==> src/rtl/ose_encoder_gen.sv <==
`default_nettype none
// ============================================================================
// Module   : ose_encoder_gen
// Purpose  : Quadrature a/b generator; emits Gray-coded detents for a decoder.
//            Optional contact-bounce emulation: OSE_ENCODER_GEN_BOUNCE_EN.
// Revision : 1.0  initial release
// ============================================================================
module ose_encoder_gen #(
    parameter int STEP_DIV = 4,
    parameter int CNT_W    = 8
) (
    input  logic             clk,
    input  logic             rst,
    input  logic             start,
    input  logic             dir,
    input  logic [CNT_W-1:0] steps,
    input  logic             abort,
    output logic             busy,
    output logic             done,
    output logic             a,
    output logic             b
);

    localparam int c_DIV_W = (STEP_DIV > 1) ? $clog2(STEP_DIV) : 1;
    localparam logic [c_DIV_W-1:0] c_DIV_LAST = c_DIV_W'(STEP_DIV - 1);

    localparam logic [1:0] c_IDLE = 2'd0;
    localparam logic [1:0] c_RUN  = 2'd1;
    localparam logic [1:0] c_FIN  = 2'd2;

    logic [1:0]         r_state, w_state_nxt;
    logic               r_dir, w_dir_nxt;
    logic [CNT_W-1:0]   r_remaining, w_remaining_nxt;
    logic [c_DIV_W-1:0] r_div_cnt, w_div_cnt_nxt;
    logic [1:0]         r_phase, w_phase_nxt;
    logic               r_abort_pending, w_abort_pending_nxt;
    logic               w_busy_nxt, w_done_nxt, w_a_nxt, w_b_nxt;
    logic               w_wrap, w_end;
    logic [1:0]         w_phase_inc, w_ab_new;

`ifdef OSE_ENCODER_GEN_BOUNCE_EN
    logic [1:0]         r_bnc_cnt, w_bnc_cnt_nxt;
    logic [1:0]         r_bnc_mask, w_bnc_mask_nxt;
`endif

    // Phase 0 is the 00 rest position; down is the up pattern with a/b swapped.
    function automatic logic [1:0] f_pattern(input logic up, input logic [1:0] ph);
        logic [1:0] v;
        v = {ph[1] ^ ph[0], ph[1]};
        return up ? v : {v[0], v[1]};
    endfunction

    assign w_wrap      = (r_state == c_RUN) && (r_div_cnt == c_DIV_LAST);
    assign w_phase_inc = r_phase + 2'd1;
    assign w_ab_new    = f_pattern(r_dir, w_phase_inc);
    assign w_end       = w_wrap && (r_phase == 2'd3) &&
                         ((r_remaining == CNT_W'(1)) || r_abort_pending);

    always_ff @(posedge clk or negedge rst) begin
        if (!rst) begin
            r_state         <= c_IDLE;
            r_dir           <= 1'b0;
            r_remaining     <= '0;
            r_div_cnt       <= '0;
            r_phase         <= 2'd0;
            r_abort_pending <= 1'b0;
            busy            <= 1'b0;
            done            <= 1'b0;
            a               <= 1'b0;
            b               <= 1'b0;
`ifdef OSE_ENCODER_GEN_BOUNCE_EN
            r_bnc_cnt       <= 2'd0;
            r_bnc_mask      <= 2'd0;
`endif
        end else begin
            r_state         <= w_state_nxt;
            r_dir           <= w_dir_nxt;
            r_remaining     <= w_remaining_nxt;
            r_div_cnt       <= w_div_cnt_nxt;
            r_phase         <= w_phase_nxt;
            r_abort_pending <= w_abort_pending_nxt;
            busy            <= w_busy_nxt;
            done            <= w_done_nxt;
            a               <= w_a_nxt;
            b               <= w_b_nxt;
`ifdef OSE_ENCODER_GEN_BOUNCE_EN
            r_bnc_cnt       <= w_bnc_cnt_nxt;
            r_bnc_mask      <= w_bnc_mask_nxt;
`endif
        end
    end

    always_comb begin
        w_state_nxt = r_state;
        case (r_state)
            c_IDLE:  if (start) w_state_nxt = (steps != '0) ? c_RUN : c_FIN;
            c_RUN:   if (w_end) w_state_nxt = c_FIN;
            c_FIN:   w_state_nxt = c_IDLE;
            default: w_state_nxt = c_IDLE;
        endcase
    end

    always_comb begin
        w_dir_nxt           = r_dir;
        w_remaining_nxt     = r_remaining;
        w_div_cnt_nxt       = r_div_cnt;
        w_phase_nxt         = r_phase;
        w_abort_pending_nxt = r_abort_pending;
        w_a_nxt             = a;
        w_b_nxt             = b;
        w_busy_nxt          = (w_state_nxt == c_RUN);
        w_done_nxt          = (w_state_nxt == c_FIN);
`ifdef OSE_ENCODER_GEN_BOUNCE_EN
        w_bnc_cnt_nxt       = r_bnc_cnt;
        w_bnc_mask_nxt      = r_bnc_mask;
`endif
        case (r_state)
            c_IDLE: begin
                if (start && (steps != '0)) begin
                    w_dir_nxt       = dir;
                    w_remaining_nxt = steps;
                    w_div_cnt_nxt   = '0;
                    w_phase_nxt     = 2'd0;
                end
            end
            c_RUN: begin
                if (abort) w_abort_pending_nxt = 1'b1;
                if (w_wrap) begin
                    w_div_cnt_nxt = '0;
                    w_phase_nxt   = w_phase_inc;
                    {w_a_nxt, w_b_nxt} = w_ab_new;
                    if (r_phase == 2'd3) w_remaining_nxt = r_remaining - CNT_W'(1);
                end else begin
                    w_div_cnt_nxt = r_div_cnt + c_DIV_W'(1);
                end
            end
            default: ;
        endcase
        if (w_state_nxt == c_IDLE) w_abort_pending_nxt = 1'b0;
`ifdef OSE_ENCODER_GEN_BOUNCE_EN
        // Toggling the changed line twice yields new, old, new; finishes after a FIN.
        if (w_wrap) begin
            w_bnc_mask_nxt = {a ^ w_ab_new[1], b ^ w_ab_new[0]};
            w_bnc_cnt_nxt  = 2'd2;
        end else if (r_bnc_cnt != 2'd0) begin
            w_a_nxt        = a ^ r_bnc_mask[1];
            w_b_nxt        = b ^ r_bnc_mask[0];
            w_bnc_cnt_nxt  = r_bnc_cnt - 2'd1;
        end
`endif
    end

endmodule
`default_nettype wire

==> config.mk <==
export PLATFORM = sky130hd
export DESIGN_NAME = ose_encoder_gen
export DESIGN_NICKNAME = d
export VERILOG_FILES = /design/src/rtl/ose_encoder_gen.sv
export SDC_FILE = /design/constraint.sdc
export NUM_CORES = 1
export LEC_CHECK = 0
export ABC_AREA = 1
export CAP_MARGIN = 10
export CORE_MARGIN = 4
export CORE_UTILIZATION = 56
export DETAILED_ROUTE_END_ITERATION = 8
export MAX_ROUTING_LAYER = met4
export PLACE_DENSITY_LB_ADDON = 0.25
export SLEW_MARGIN = 20
export SYNTH_ARGS = -nofsm -noshare
export SYNTH_HDL_FRONTEND = slang
export SYNTH_SLANG_ARGS = --single-unit
export TNS_END_PERCENT = 10
==> constraint.sdc <==
create_clock -name clk -period 2.98 [get_ports clk]
set_input_delay 0.298 -clock clk [delete_from_list [all_inputs] [get_ports clk]]
set_output_delay 0.298 -clock clk [all_outputs]
set_load 0.1 [all_outputs]
======== Word level (Yosys, flattened, before mapping) ========
Cells that the tools add are included.
word-level totals
  flip-flop bits (word level) ............. 20
  input bits .............................. 13
  output and inout bits ................... 4
  word-level logic and storage cells ...... 57
operators by class
  add/subtract/negate cells ............... 3
  equal/unequal tests ..................... 9
  muxes and demuxes ....................... 17
  bitwise operators ....................... 1
  reduce and logical (&&, ||, !) cells .... 17
operators by type and width
  cell                   count
  $mux W8                3
  $pmux W8 S2            1
  $mux W2                7
  $pmux W2 S2            3
  $eq A8 B1 Y1 const B   1
  $reduce_and A2 Y1      4
  $reduce_bool A8 Y1     1
  $sub A8 B1 Y8 const B  1
  $eq A2 B2 Y1 const B   3
  $reduce_bool A2 Y1     3
  $add A2 B1 Y2 const B  2
  $eq A2 B1 Y1 const B   2
  $logic_and A1 B1 Y1    4
  $logic_not A2 Y1       2
  $ne A2 B2 Y1 const B   2
  $reduce_and A4 Y1      1
  $mux W1                3
  $reduce_and A3 Y1      1
  $ne A2 B1 Y1 const B   1
  $logic_or A1 B1 Y1     1
  $xor A1 B1 Y1          1

======== Logic depth before layout (Yosys ltp) ========
Gate-level depths: netlist of run 1.
  depth after elaboration ................. 9
  depth in mapped cells ................... 9

======== Worst setup path before layout of run 1 ========
OpenSTA, ideal clock, no wires.
  kind .................................... register to register
  from .................................... reg r_state[0]
  to ...................................... reg r_remaining[1]
  data arrival time ....................... 1.155 ns
  required time ........................... 2.906 ns
  setup slack ............................. 1.751 ns
  stages on the path, launching flop included .. 9
  cells stage by stage .................... dfrtp_1 -> inv_1 -> nand2_1 -> nor2_1 -> o21ai_4 -> nand2_4 -> buf_8 -> nand2_1 -> o21ai_2
on the way
  cells in the longest elaborated chain, start to end .. 4
  elaborated cells between the ends (all ways) .. 9
  classes of those cells .................. 4 x eq/ne; 1 x mux; 4 x reduce/logical
RTL lines
  item                         line     RTL
  start: declaration           31       logic [1:0] r_state, w_state_nxt;
  start signal: assignment     61       r_state <= c_IDLE;
  start signal: assignment     76       r_state <= w_state_nxt;
  $eq A2 B1 Y1                 53, 117
  $logic_and A1 B1 Y1          53       assign w_wrap = (r_state == c_RUN) && (r_div_cnt == c_DIV_LAST);
  $ne A2 B2 Y1 (no line)       n/a
  $reduce_and A4 Y1 (no line)  n/a
  end signal: assignment       78       r_remaining <= w_remaining_nxt;
  end: declaration             33       logic [CNT_W-1:0] r_remaining, w_remaining_nxt;
Several ways; a longest one is shown, not always the timed one.
A chain may end at the register's enable or synchronous reset.

======== Worst setup path after layout of run 1 ========
  from .................................... reg busy
  to ...................................... out busy
RTL lines
  item                      line  RTL
  start: declaration        18    output logic busy,
  start signal: assignment  82    busy <= w_busy_nxt;
No word-level cell between the ends.

==> out/qor.txt, run 1 <==
R2R setup slack: 1180 ps
Port bufs: 16
CTS Root Cell: clkbuf_4
Die Y: 53.2 um
CP max stage delay: 1130 ps
Post-route ant nets: 0
Worst-path clk slew: 120 ps
Initial core utilization: 58.4%
Final GP Congestion: 0.889
Largest net degree at the start of global routing: 21
Layout cells sized above 1: 11.0%
RSZ-0062 raised after global routing: no
Final hold vios: 0
Post-synthesis cell area: 1150 um^2
Seq/Total Area, Yosys: 43.7%
Crit path arrival time: 1800 ps
Final nets: 181
Sequential power share: 33.4%
Post-Synth XOR/XNOR Area: 0.764%
Deepest clock path buffer count: 2
LEAKAGE: 0.670 nW
Main combinational cell family by area after synthesis: simple AND/OR/NAND/NOR gates
Area delta synth->final: 19.1%
Area fraction of the dominant cell type after synthesis: 43.7%
CP Cell Sequence: clkdlybuf4s50_1
Max Slew Vio Count: 0
Post-cts resize count: 0
Chip width: 53.2 um
Crit path capture type: primary output
Crit-path slowest cell: clkdlybuf4s50_1
Worst path bufs/invs: 1
Switch share: 46.1%
Fmax: 477 MHz
Core Box Area: 1960 um^2
Total die area: 2830 um^2
Outcome: finished, final reports clean
Synth Register Bits: 20
Post-synth net total: 163
Final setup fails: 0
Worst-margin pin slew: 966 ps
Num CTS Buffers: 3
Clk_skew: 5.89 ps
Syn Area/Cell: 7.85 um^2
Setup Buffers After CTS: 0
Final period util: 70.3%
Maximum vdd drop: 0.000757 V
Min Tclk post-route: 2100 ps
# rows: 16
Fillers: 163
Post-CTS Hold Buffers: 0
Net Switching: 648 uW
Routed length per instance: 12.3 um
P_int: 758 uW
Crit path capture: busy
Startpoint Class: flop
Number of global-route vias before repair: 928
DR pass1 iterations: 4
Worst r2r path cells: 8
Critical path peak fanout: 1
Worst Path Required: 2680 ps
Post-Synth Simple-Gate Area: 29.5%
Largest area contributor in the netlist: dfrtp_1
Setup TNS: 0 ps
Placement Setup Slack: 1160 ps
Sink Count: 20
Clock power share: 16.3%
Final setup margin: 884 ps
Aggregate global-route resource usage: 19.3%
GRT overflow: 0
DP HPWL: 1670 um
Post-Synth Adder-Cell Area: 4.37%
Starting DRT DRC Count: 32
First-pass GRT wire length: 3860 um
Drt total wl: 2330 um
Type of the most critical hold path: input port to asynchronous set/reset pin
CTS tree: done
Critical register-to-register path startpoint: r_state[1]
Synth Area in Compound Gates: 14.5%
Max-cap violations: 0
Later-pin clock latency in the skew report: 320 ps
Worst slew margin: 35.4%
Synth area leaders: dfrtp_1, nand2_1, nand3_1, o21ai_0, inv_1
Logic pwr share: 50.2%
Initial antenna violation count: 0
Drt drc: 0
Commonest non-fill, non-tap cell in the layout: nand2_1
WP depth: 1
Commonest non-fill, non-tap cells in the layout: nand2_1, dfrtp_1, inv_1, nor2_1, clkdlybuf4s50_1
Via Count: 1009
Crit path kind: flop to primary output
Diode count: 0
Reg2Reg Capture Point: r_remaining[4]
DR vias/cell: 5.31
Multiplexer share of the synthesized area: 0%
CP startpoint: busy
Pwr Total: 1.41 mW
Cell variety after synth: 21
Total number of yosys warnings: 0
Pwr/cell area: 1030 nW/um^2
Num ports: 17
Synth Instances: 146
Htree depth: 1
CP top delay family: buffers and inverters
[cell type report]
class / count / area (um^2) / area share (%)
clock inverters: 1 / 30.0 / 2.20
multi-input cells: 107 / 563 / 41.2
well taps: 27 / 33.8 / 2.47
flip-flops and latches: 20 / 500 / 36.7
repair buffers: 16 / 155 / 11.4
clock buffers: 3 / 22.5 / 1.65
inverters: 16 / 60.1 / 4.40
[flip-flops by register name (all words and copies together), names as in the netlist]
signal / flops
r_state: 2
busy: 1
a: 1
r_dir: 1
r_remaining: 8
r_abort_pending: 1
done: 1
r_div_cnt: 2
r_phase: 2
b: 1
[cell usage after synthesis (all sizes together)]
library cell  count
nand2            43
buf               1
nor2             15
ha                4
clkbuf            2
nand4             2
o31ai             1
nand3            13
o21a              2
o21ai            19
inv              16
a21oi             3
dfrtp            20
or2               2
xor2              1
nor3              2
[stage by stage]
step,hold WS (ps),std cells,cell area [um^2],utilization [%]
finish,479,190,1370,69.6
global route,515,190,1370,69.6
CTS,494,190,1370,69.6
detailed placement,472,186,1310,66.9
global placement,457,186,1310,66.9
floorplan,2.41,146,1150,-
[cells by family after synthesis]
group	Yosys count
XOR/XNOR	1
buffers and inverters	19
AND/OR/NAND/NOR	77
flip-flops	20
adder cells (fa/ha/maj)	4
AO/OA/AOI/OAI	25
[how the worst min path moves through the flow]
stage,start,endpoint,slack (ps),cells after the start
4_1_cts,rst,r_abort_pending,490,1
5_1_grt,r_remaining[7],r_remaining[7],510,2
3_3_place_gp,r_remaining[7],r_remaining[7],460,2
2_1_floorplan,rst,a,2,0
6_report,rst,r_state[1],480,1
3_5_place_dp,r_remaining[7],r_remaining[7],470,2
[power groups by stage]
stage / sequential [mW] / clock, mW / combinational [mW]
floorplan: 0.586 / 0 / 0.436
global placement: 0.467 / 0 / 0.674
detailed placement: 0.473 / 0 / 0.697
CTS: 0.468 / 0.231 / 0.705
global route: 0.480 / 0.243 / 0.793
finish: 0.470 / 0.229 / 0.706
[per-layer routing]
metal  up-vias  share of wire, %  track usage (%)
met5         -                 0                -
met4         0               2.1             9.36
met3         5               5.6             3.38
met2        33                46             28.6
met1       464                46             25.4
li1        507                 -                -
(Power assumes the default switching activity.)
==> run 2: changes to the inputs <==
- CORE_UTILIZATION: 56 -> 47
- clock period: 2.98 -> 1.9 ns (I/O delays scaled with it)
==> run 2 against run 1 <==
Combinational power increased by 57%. Die area increased by 16%. First-iteration DRC count fell by 38%. Worst setup slack got worse by 590 ps. Non-clock buffer count is 3 higher. Sequential power is 57% higher. Clock-buffer cell count rose by 1. Final area is 0.18% higher. Register-to-register slack lost 890 ps. Critical path type is now flop to flop. Largest power group unchanged.
==> out/qor.txt, run 2 (synthesis results as in run 1) <==
Outcome: finished, final reports clean
CTS Root Cell: clkbuf_4
Switch share: 47.7%
Initial core utilization: 50.4%
Final nets: 184
# rows: 17
Type of the most critical hold path: input port to asynchronous set/reset pin
LEAKAGE: 0.679 nW
Routed length per instance: 12.5 um
Worst-margin pin slew: 429 ps
Final GP Congestion: 0.831
Sink Count: 20
Area delta synth->final: 19.3%
Logic pwr share: 52.6%
Fin area: 1370 um^2
Via Count: 1009
CTS tree: done
Port bufs: 16
Num CTS Buffers: 3
Net Switching: 1.01 mW
Initial antenna violation count: 0
Final period util: 84.5%
Later-pin clock latency in the skew report: 310 ps
Min Tclk post-route: 1610 ps
RSZ-0062 raised after global routing: no
Number of global-route vias before repair: 1023
Worst slew margin: 71.2%
Commonest non-fill, non-tap cell in the layout: nand2_1
Crit path kind: flop to flop
Maximum vdd drop: 0.000784 V
Post-route ant nets: 0
Fmax: 623 MHz
Crit path capture type: flop
Post-cts resize count: 0
Startpoint Class: flop
Starting DRT DRC Count: 20
Crit path arrival time: 1820 ps
Most flops, register: r_remaining
Chip width: 57.4 um
Pwr/cell area: 1540 nW/um^2
Sequential power share: 35.0%
Pwr Total: 2.11 mW
Core Box Area: 2280 um^2
Clk_skew: 1.86 ps
Commonest non-fill, non-tap cells in the layout: nand2_1, dfrtp_1, inv_1, nor2_1
Clock power share: 12.4%
Min Hold Slack: 204 ps
Final setup fails: 0
Die Y: 57.4 um
Worst Path Required: 2120 ps
Worst-path clk slew: 120 ps
GRT overflow: 0
Final hold vios: 0
Deepest clock path buffer count: 2
Htree depth: 1
Largest net degree at the start of global routing: 21
P_int: 1.10 mW
Max Slew Vio Count: 0
Aggregate global-route resource usage: 17.1%
Total die area: 3290 um^2
Setup TNS: 0 ps
Max-cap violations: 0
Critical path peak fanout: 16
DP HPWL: 1840 um
Fin util: 60.1%
Fillers: 216
Num ports: 17
Setup Buffers After CTS: 0
DR vias/cell: 5.20
Drt total wl: 2430 um
First-pass GRT wire length: 4400 um
DR pass1 iterations: 4
Diode count: 0
Drt drc: 0
Layout cells sized above 1: 13.9%
Placed cell areas: 1330 um^2
Post-CTS Hold Buffers: 0
Largest register FFs: 8
## run 2: worst paths after layout
check | startpoint | endpoint | cells after the start | slack (ps)
max in group asynchronous | rst | r_state[0] | 2 | 1490
worst max register to register | r_state[1] | r_remaining[4] | 8 | 290
worst min-delay path | rst | r_remaining[1] | 2 | 200
min in group clk | dir | r_dir | 3 | 470
worst min register to register | r_remaining[7] | r_remaining[7] | 2 | 490
worst max-delay path | r_state[1] | r_remaining[4] | 8 | 290
## run 2: area by class of cell
class                      count  area (um^2)  share of cell area, %
clock buffer                   4         36.3                   2.65
inverter                      16         60.1                   4.39
multi-input combinational    107          563                   41.2
sequential                    20          500                   36.6
tap                           28         35.0                   2.56
timing repair buffer          19          173                   12.6
## run 2: metal layers
layer | vias to the layer above | global-route usage [%] | wire length (um)
met1 | 474 | 20.8 | 1110
li1 | 513 | - | -
met3 | 4 | 2.94 | 103
met2 | 18 | 29.4 | 1200
met5 | - | - | 0
met4 | 0 | 3.97 | 22
## run 2: worst max-delay path, cell delays in order, from the launching register on
cell,delay (ps)
dfrtp_1,430
nor2_4,300
inv_1,100
nor2_1,140
inv_1,90
nand2_4,190
o21ai_0,140
nand2_1,80
nand2_1,40
## run 2: metrics by stage
step                      worst slack, ps  cells
final                                 294    194
after global routing                  141    194
after CTS                             292    194
after detailed placement              308    190
after global placement                329    190
after floorplan                       671    146
## run 2: power by group through the flow
stage / Combinational, mW / Sequential, mW / Clock, mW
2_1_floorplan: 0.684 / 0.919 / 0
3_3_place_gp: 1.08 / 0.737 / 0
3_5_place_dp: 1.11 / 0.746 / 0
4_1_cts: 1.11 / 0.736 / 0.267
5_1_grt: 1.24 / 0.768 / 0.285
6_report: 1.11 / 0.737 / 0.261
==> run 3: changes to the inputs <==
- clock period: 1.9 -> 1.4 ns (I/O delays scaled with it)
==> run 3 against run 2 <==
Fmax increased by 20%. Final cell count increased by 6.7%. Global-route usage fell by 0.37 points. Die area unchanged. Final area increased by 12%. Sequential power up 37%. Wire length up 11%. Utilization grew 7.4 points. Hold slack worse by 33 ps. Sequential share of layout area decreased by 4.0 points. Critical path depth stayed put. Critical path type unchanged. Highest routed layer unchanged.
==> out/qor.txt, run 3 (synthesis results as in run 1) <==
Diode count: 0
Worst Path Required: 1590 ps
Max-cap violations: 0
Deepest clock path buffer count: 2
Worst-path clk slew: 100 ps
Final setup fails: 0
Pwr/cell area: 2060 nW/um^2
Port bufs: 16
Starting DRT DRC Count: 40
Crit path kind: flop to flop
Worst-margin pin slew: 271 ps
Drt total wl: 2700 um
Post-CTS Hold Buffers: 0
Num ports: 17
GR Layer Usage met2: 29.5%
Final GP Congestion: 0.841
Startpoint Class: flop
Crit path arrival time: 1530 ps
DR vias/cell: 5.22
Outcome: finished, final reports clean
Via Count: 1081
LEAKAGE: 0.757 nW
DP HPWL: 1940 um
Chip width: 57.4 um
DR pass1 iterations: 4
Layout cells sized above 1: 23.5%
GRT overflow: 0
Drt drc: 0
Worst slew margin: 81.9%
Later-pin clock latency in the skew report: 290 ps
# rows: 17
Setup TNS: 0 ps
GRT busiest layer: met2
Min Hold Slack: 171 ps
Post-route ant nets: 0
Fmax: 744 MHz
Pwr Total: 3.17 mW
Maximum vdd drop: 0.00147 V
Crit path capture type: flop
Routed length per instance: 13.0 um
Most flops, register: r_remaining
Fin area: 1540 um^2
Area delta synth->final: 34.0%
Number of global-route vias before repair: 995
First-pass GRT wire length: 4210 um
Initial core utilization: 50.4%
Commonest non-fill, non-tap cell in the layout: nand2_1
Sink Count: 20
Global-route met3 utilization: 3.39%
Final hold vios: 0
Largest net degree at the start of global routing: 21
Final period util: 96.0%
Min Tclk post-route: 1340 ps
Num CTS Buffers: 3
CTS Root Cell: clkbuf_4
Total die area: 3290 um^2
Critical path peak fanout: 6
CTS tree: done
Die Y: 57.4 um
Placed cell areas: 1440 um^2
Final nets: 198
Grt met1 use: 17.9%
Fin util: 67.5%
Largest register FFs: 8
Clk_skew: 1.83 ps
Commonest non-fill, non-tap cells in the layout: nand2_1, dfrtp_1, buf_4, inv_1, nor2_1
Max Slew Vio Count: 0
Htree depth: 1
Type of the most critical hold path: input port to asynchronous set/reset pin
Core Box Area: 2280 um^2
Aggregate global-route resource usage: 16.7%
Initial antenna violation count: 0
==> run 3: layer usage <==
layer  share of wire [%]  wire length [um]
met1                  42              1140
met3                 4.7               127
met5                   0                 0
met4                 2.2                60
met2                  51              1370
==> run 3: worst paths after layout <==
path / start / end / slack, ps / cells after the start
max: r_div_cnt[0] / r_remaining[6] / 60 / 8
min: rst / r_remaining[1] / 170 / 2
max reg2reg: r_div_cnt[0] / r_remaining[6] / 60 / 8
min reg2reg: r_remaining[7] / r_remaining[7] / 490 / 2
max in group asynchronous: rst / r_div_cnt[0] / 1010 / 2
min in group clk: dir / r_dir / 430 / 3
==> run 3: worst max-delay path, cell delays in order, from the launching register on <==
cell and delay (ps):
dfrtp_1 410, ha_1 230, nand2_1 70, nor2_1 50, inv_1 80, nand2_4 90, buf_4 160, nand3_1 90
o21ai_2 60
==> run 3: timing repair <==
action,in CTS,in global routing
endpoints found under the hold margin,0,0
endpoints found under the setup margin,0,11
gates resized for setup,0,8
buffers inserted,0,6
==> run 3: where the power goes <==
| part | internal (mW) | switching, mW | total [mW] | leakage [nW] |
|---|---|---|---|---|
| Clock | 0.100 | 0.164 | 0.264 | 0.0138 |
| Combinational | 0.793 | 1.10 | 1.89 | 0.505 |
| Sequential | 0.822 | 0.186 | 1.01 | 0.239 |
==> run 3: metrics by stage <==
step / std cells / setup WS [ps]
2_1_floorplan: 146 / 171
3_3_place_gp: 198 / -111
3_5_place_dp: 198 / -107
4_1_cts: 201 / 0.463
5_1_grt: 207 / -30.4
6_report: 207 / 56.2
==> run 3: area by class of cell <==
type / count / area, um^2
inverters: 16 / 60.1
fillers: 186 / 741
flip-flops and latches: 20 / 500
repair buffers: 33 / 340
well taps: 28 / 35.0
multi-input cells: 107 / 577
clock buffers: 3 / 22.5
